==> src/rtl/shift_sequencer.sv <==
// shift_sequencer: splits a 0..31 shift into passes of at most STEP_MAX bits through an external shifter.
//   Ports:
//     clk        - system clock, all state changes on the rising edge
//     reset_n    - asynchronous active-low reset
//     start      - request pulse, sampled only in IDLE
//     din        - operand captured on an accepted start
//     total_amt  - total shift amount, captured on an accepted start
//     dir        - 0 = left, 1 = right, captured on an accepted start
//     sh_a       - operand to the external combinational shifter
//     sh_amt     - per-pass amount to the shifter (0 outside SHIFT)
//     sh_choice  - direction to the shifter
//     sh_y       - shifter result
//     busy       - high in SHIFT and DONE
//     done       - one-cycle completion pulse
//     dout       - final result, held until the next completion
//   Build option: define SHIFT_SEQ_MOD8_EN to use total_amt mod 8 (for rotate-type shifters).
module shift_sequencer #(
   parameter int STEP_MAX = 7
) (
   input  logic       clk,
   input  logic       reset_n,
   input  logic       start,
   input  logic [7:0] din,
   input  logic [4:0] total_amt,
   input  logic       dir,
   output logic [7:0] sh_a,
   output logic [2:0] sh_amt,
   output logic       sh_choice,
   input  logic [7:0] sh_y,
   output logic       busy,
   output logic       done,
   output logic [7:0] dout
);
   typedef enum logic [1:0] {IDLE, SHIFT, DONE} state_t;
   localparam logic [2:0] STEP = 3'(STEP_MAX);
   state_t     state, state_nxt;
   logic [7:0] acc, acc_nxt;
   logic [4:0] rem, rem_nxt, eff_amt;
   logic       dir_r, dir_nxt;
`ifdef SHIFT_SEQ_MOD8_EN
   assign eff_amt = {2'b00, total_amt[2:0]};
`else
   assign eff_amt = total_amt;
`endif
   assign sh_amt    = (state == SHIFT) ? ((rem > {2'b00, STEP}) ? STEP : rem[2:0]) : 3'd0;
   assign sh_a      = acc;
   assign sh_choice = dir_r;
   assign busy      = (state != IDLE);
   assign done      = (state == DONE);
   always_comb begin
      state_nxt = state;
      acc_nxt   = acc;
      rem_nxt   = rem;
      dir_nxt   = dir_r;
      case (state)
         IDLE: if (start) begin
            acc_nxt   = din;
            rem_nxt   = eff_amt;
            dir_nxt   = dir;
            state_nxt = (eff_amt != 5'd0) ? SHIFT : DONE;
         end
         SHIFT: begin
            acc_nxt   = sh_y;
            rem_nxt   = rem - {2'b00, sh_amt};
            state_nxt = (rem_nxt == 5'd0) ? DONE : SHIFT;
         end
         default: state_nxt = IDLE;
      endcase
   end
   // dout takes the value acc will hold on DONE entry, so it is valid alongside done
   always_ff @(posedge clk or negedge reset_n) begin
      if (!reset_n) begin
         state <= IDLE;
         acc   <= 8'd0;
         rem   <= 5'd0;
         dir_r <= 1'b0;
         dout  <= 8'd0;
      end else begin
         state <= state_nxt;
         acc   <= acc_nxt;
         rem   <= rem_nxt;
         dir_r <= dir_nxt;
         if (state_nxt == DONE) dout <= acc_nxt;
      end
   end
endmodule

==> config.mk <==
export PLATFORM = sky130hd
export DESIGN_NAME = shift_sequencer
export DESIGN_NICKNAME = d
export VERILOG_FILES = /design/src/rtl/shift_sequencer.sv
export SDC_FILE = /design/constraint.sdc
export NUM_CORES = 1
export LEC_CHECK = 0
export CAP_MARGIN = 20
export CORE_MARGIN = 5
export CORE_UTILIZATION = 48
export DETAILED_ROUTE_END_ITERATION = 16
export GPL_TIMING_DRIVEN = 0
export MAX_ROUTING_LAYER = met4
export PLACE_DENSITY = 0.84
export SLEW_MARGIN = 20
export SYNTH_ARGS = -nofsm -noshare
export SYNTH_HDL_FRONTEND = slang
export SYNTH_SLANG_ARGS = --single-unit
export TNS_END_PERCENT = 30
==> constraint.sdc <==
create_clock -name clk -period 6.85 [get_ports clk]
set_clock_uncertainty 0.2 [all_clocks]
set_input_delay 2.055 -clock clk [delete_from_list [all_inputs] [get_ports clk]]
set_output_delay 2.055 -clock clk [all_outputs]
set_load 0.01 [all_outputs]
==> results.md <==
* Status: complete, no violations
* Reg2reg setup slack at 3.09 ns
* # Post-CTS Setup Buffers at 0
* Final Hold Viols at 0
* Critical path capture point type: primary output
* # resized after CTS at 0
* Gpl congestion at around 0.96
* Worst slew pin tran at around 0.57 ns
* R2r startpoint: state[0]$_DFF_PN0_
* Number of DRC markers in iteration 0 at 50
* Placed wire-length estimate at around 2700 um
* Yosys warning count at 0
* Initial antenna violation count at 0
* Syn Inst Count at ~130
* Total wire length after detailed routing at 3665 um
* Fin nets at roughly 210
* Final ANT Viol Nets at 0
* Fillers at about 210
* Clock latency at the later pin of the worst-skew pair at 0.30 ns
* Max frequency at 215.6 MHz
* Port bufs at 46
* First-pass GRT wire length at between 6000 and 7000 um
* Largest net degree at the start of global routing at 25
* Post-Syn Nets at approximately 160
* WHS at roughly 0.3 ns
* Hold depth at 1
* Via density at roughly 5.6
* HP Class: register to register
* Max VDD drop at 0.4538 mV
* Worst Hold End: sh_choice$_DFFE_PN0P_
* CTS tree: built
* Longest Clk Path Bufs at 2
* Slew Viols, Final at 0
* R2R cell count at 14
* Vias post-DR at roughly 1200
* Critical path class: register to primary output
* Chip height at about 64 um
* Remaining Overflow, GRT at 0
* Post-placement cell count at about 210
* Arr. time, crit path at 2.38 ns
* Cts bufs inserted at 3
* P&R area growth vs syn at 37.55%
* FP Rows at 19
* Critical Path Source: state[0]$_DFF_PN0_
* Synth Register Bits at 24
* Final Cycle Share at just under 70%
* Worst r2r dst: dout[3]$_DFFE_PN0N_
* Worst rel slew slack at 61.46%
* Root Driver: clkbuf_4
* Reg clk slew, reported paths at between 0.1 and 0.15 ns
* CTS HTree Levels at 1
* Antenna Cells at 0
* Crit-path max FO at 10
* Final Setup Violations at 0
* Hold_sp: sh_choice$_DFFE_PN0P_
* Number of global-route vias before repair at ~1300
* Syn Area/Cell at between 10 and 15 um2
* Post-synthesis cell type count at 33
* Share of post-route cells with drive strength above 1 at between 10% and 20%
* Post-Syn Area at about 0.0014 mm2
* Core Util, Final at around two thirds
* Core area at between 0.002 and 0.003 mm2
* Setup TNS at 0 ns
* Total power at 0.001043 W
* First-pass DRT Iterations at 4
* Hold Buf Count CTS at 0
* Drt drc at 0
* Seq/Total Area, Yosys at about 44%
* WP data required at ~4.6 ns
* Die X at around 64 um
* Die area at roughly 0.004 mm2
* Finished Layout Cells at 214
* Static leakage at roughly 0.81 nW
* Maxcap violations at 0
* Total Routing Usage GR at between 20 and 25%
* Drt wl/cell at 17.13 um
* CP startpoint kind: register
* Most common cell after layout, fill and taps aside: clkdlybuf4s50_1
* RSZ-0062 raised after global routing: no
* I/O Pins at 47
* Cell area power density at roughly 550 mW/mm2
* Leading cell types in the layout, fill and taps excluded: 45 x clkdlybuf4s50_1, 24 x dfrtp_1, 11 x nor2b_1, 11 x a21oi_1, 9 x a22oi_1
* Sink Count at 24
* Tmin final at ~4.6 ns
* Starting Density at approximately 50%
[power breakdown]
group | total (W) | leakage, nW | switching (W) | internal [W]
clock network | 0.0000586 | 0.0138 | 0.0000381 | 0.0000205
logic | 0.000720 | 0.505 | 0.000354 | 0.000366
registers | 0.000264 | 0.289 | 0.0000484 | 0.000216
[layout make-up]
| class | instances | area [um2] | share of cell area (%) |
|---|---|---|---|
| Clock buffer | 3 | 22.52 | 1.190 |
| Multi-Input combinational cell | 92 | 681.9 | 36.02 |
| Sequential cell | 24 | 600.6 | 31.72 |
| Buffer | 9 | 60.06 | 3.172 |
| Inverter | 9 | 33.78 | 1.785 |
| Timing Repair Buffer | 46 | 455.4 | 24.06 |
| Tap cell | 31 | 38.79 | 2.049 |
[layer usage]
| metal | track usage [%] | wire, um | up-vias |
|---|---|---|---|
| met5 | - | 0 | - |
| met3 | 2.664 | 163 | 6 |
| met1 | 23.77 | 1537 | 578 |
| met2 | 34.77 | 1911 | 45 |
| li1 | - | - | 570 |
| met4 | 7.532 | 53 | 0 |
[stage by stage]
step                      area [um2]  setup WS [ns]
after floorplan                 1376          3.358
after global placement          1876          2.595
after detailed placement        1876          2.578
after CTS                       1898          2.219
after global routing            1893          2.052
final                           1893          2.211
[worst max-delay path by stage]
stage | to | slack [ns]
floorplan | sh_amt[1] | 3.36
global placement | sh_amt[1] | 2.60
detailed placement | sh_amt[1] | 2.58
CTS | sh_amt[1] | 2.22
global route | sh_amt[1] | 2.05
finish | sh_amt[1] | 2.21
[synthesized netlist by cell type]
cell type	number	area [um2]
a2111o_1	1	11.26
a211oi_1	1	7.510
a21oi_1	11	55.05
a21oi_2	1	8.760
a21oi_4	1	16.27
a22oi_1	9	67.56
a22oi_2	2	25.02
a32oi_1	2	17.52
buf_1	1	3.750
buf_4	3	22.52
buf_6	2	22.52
clkbuf_1	3	11.26
dfrtp_1	24	600.6
fa_1	1	20.02
ha_1	3	37.54
inv_1	4	15.01
inv_2	5	18.77
mux2_1	1	11.26
mux2_4	8	120.1
nand2_1	8	30.03
nand2b_1	1	6.260
nand4_1	1	6.260
nor2_1	7	26.28
nor2_4	2	22.52
nor2b_1	11	68.82
nor3_1	2	10.01
o21ai_0	7	35.03
o21ai_1	6	30.03
o21ai_2	1	8.760
o21bai_1	1	7.510
o31a_1	1	8.760
o31ai_1	2	15.01
xnor2_1	1	8.760
[cell families (layout without fill, tap and decap cells)]
| group | count (synthesis) | after routing | synth area share [%] |
|---|---|---|---|
| AO/OA/AOI/OAI | 46 | 46 | 22.82 |
| XOR/XNOR | 1 | 1 | 0.6365 |
| adder cells (fa/ha/maj) | 4 | 4 | 4.182 |
| buffers and inverters | 18 | 67 | 6.817 |
| flip-flops | 24 | 24 | 43.64 |
| multiplexers | 9 | 9 | 9.546 |
| AND/OR/NAND/NOR | 32 | 32 | 12.36 |
[worst max-delay path, cell delays in order, from the launching register on]
cell             delay [ns]
dfrtp_1                0.34
buf_4                  0.17
inv_2                  0.06
nor2_4                 0.15
buf_1                  0.47
o31ai_1                0.28
inv_2                  0.08
clkdlybuf4s50_1        0.53
[flip-flops by register name, summed over array words and instances, names as in the netlist]
signal / cells
dout: 8
sh_a: 8
rem: 5
state: 2
sh_choice: 1
(Power assumes the default switching activity.)
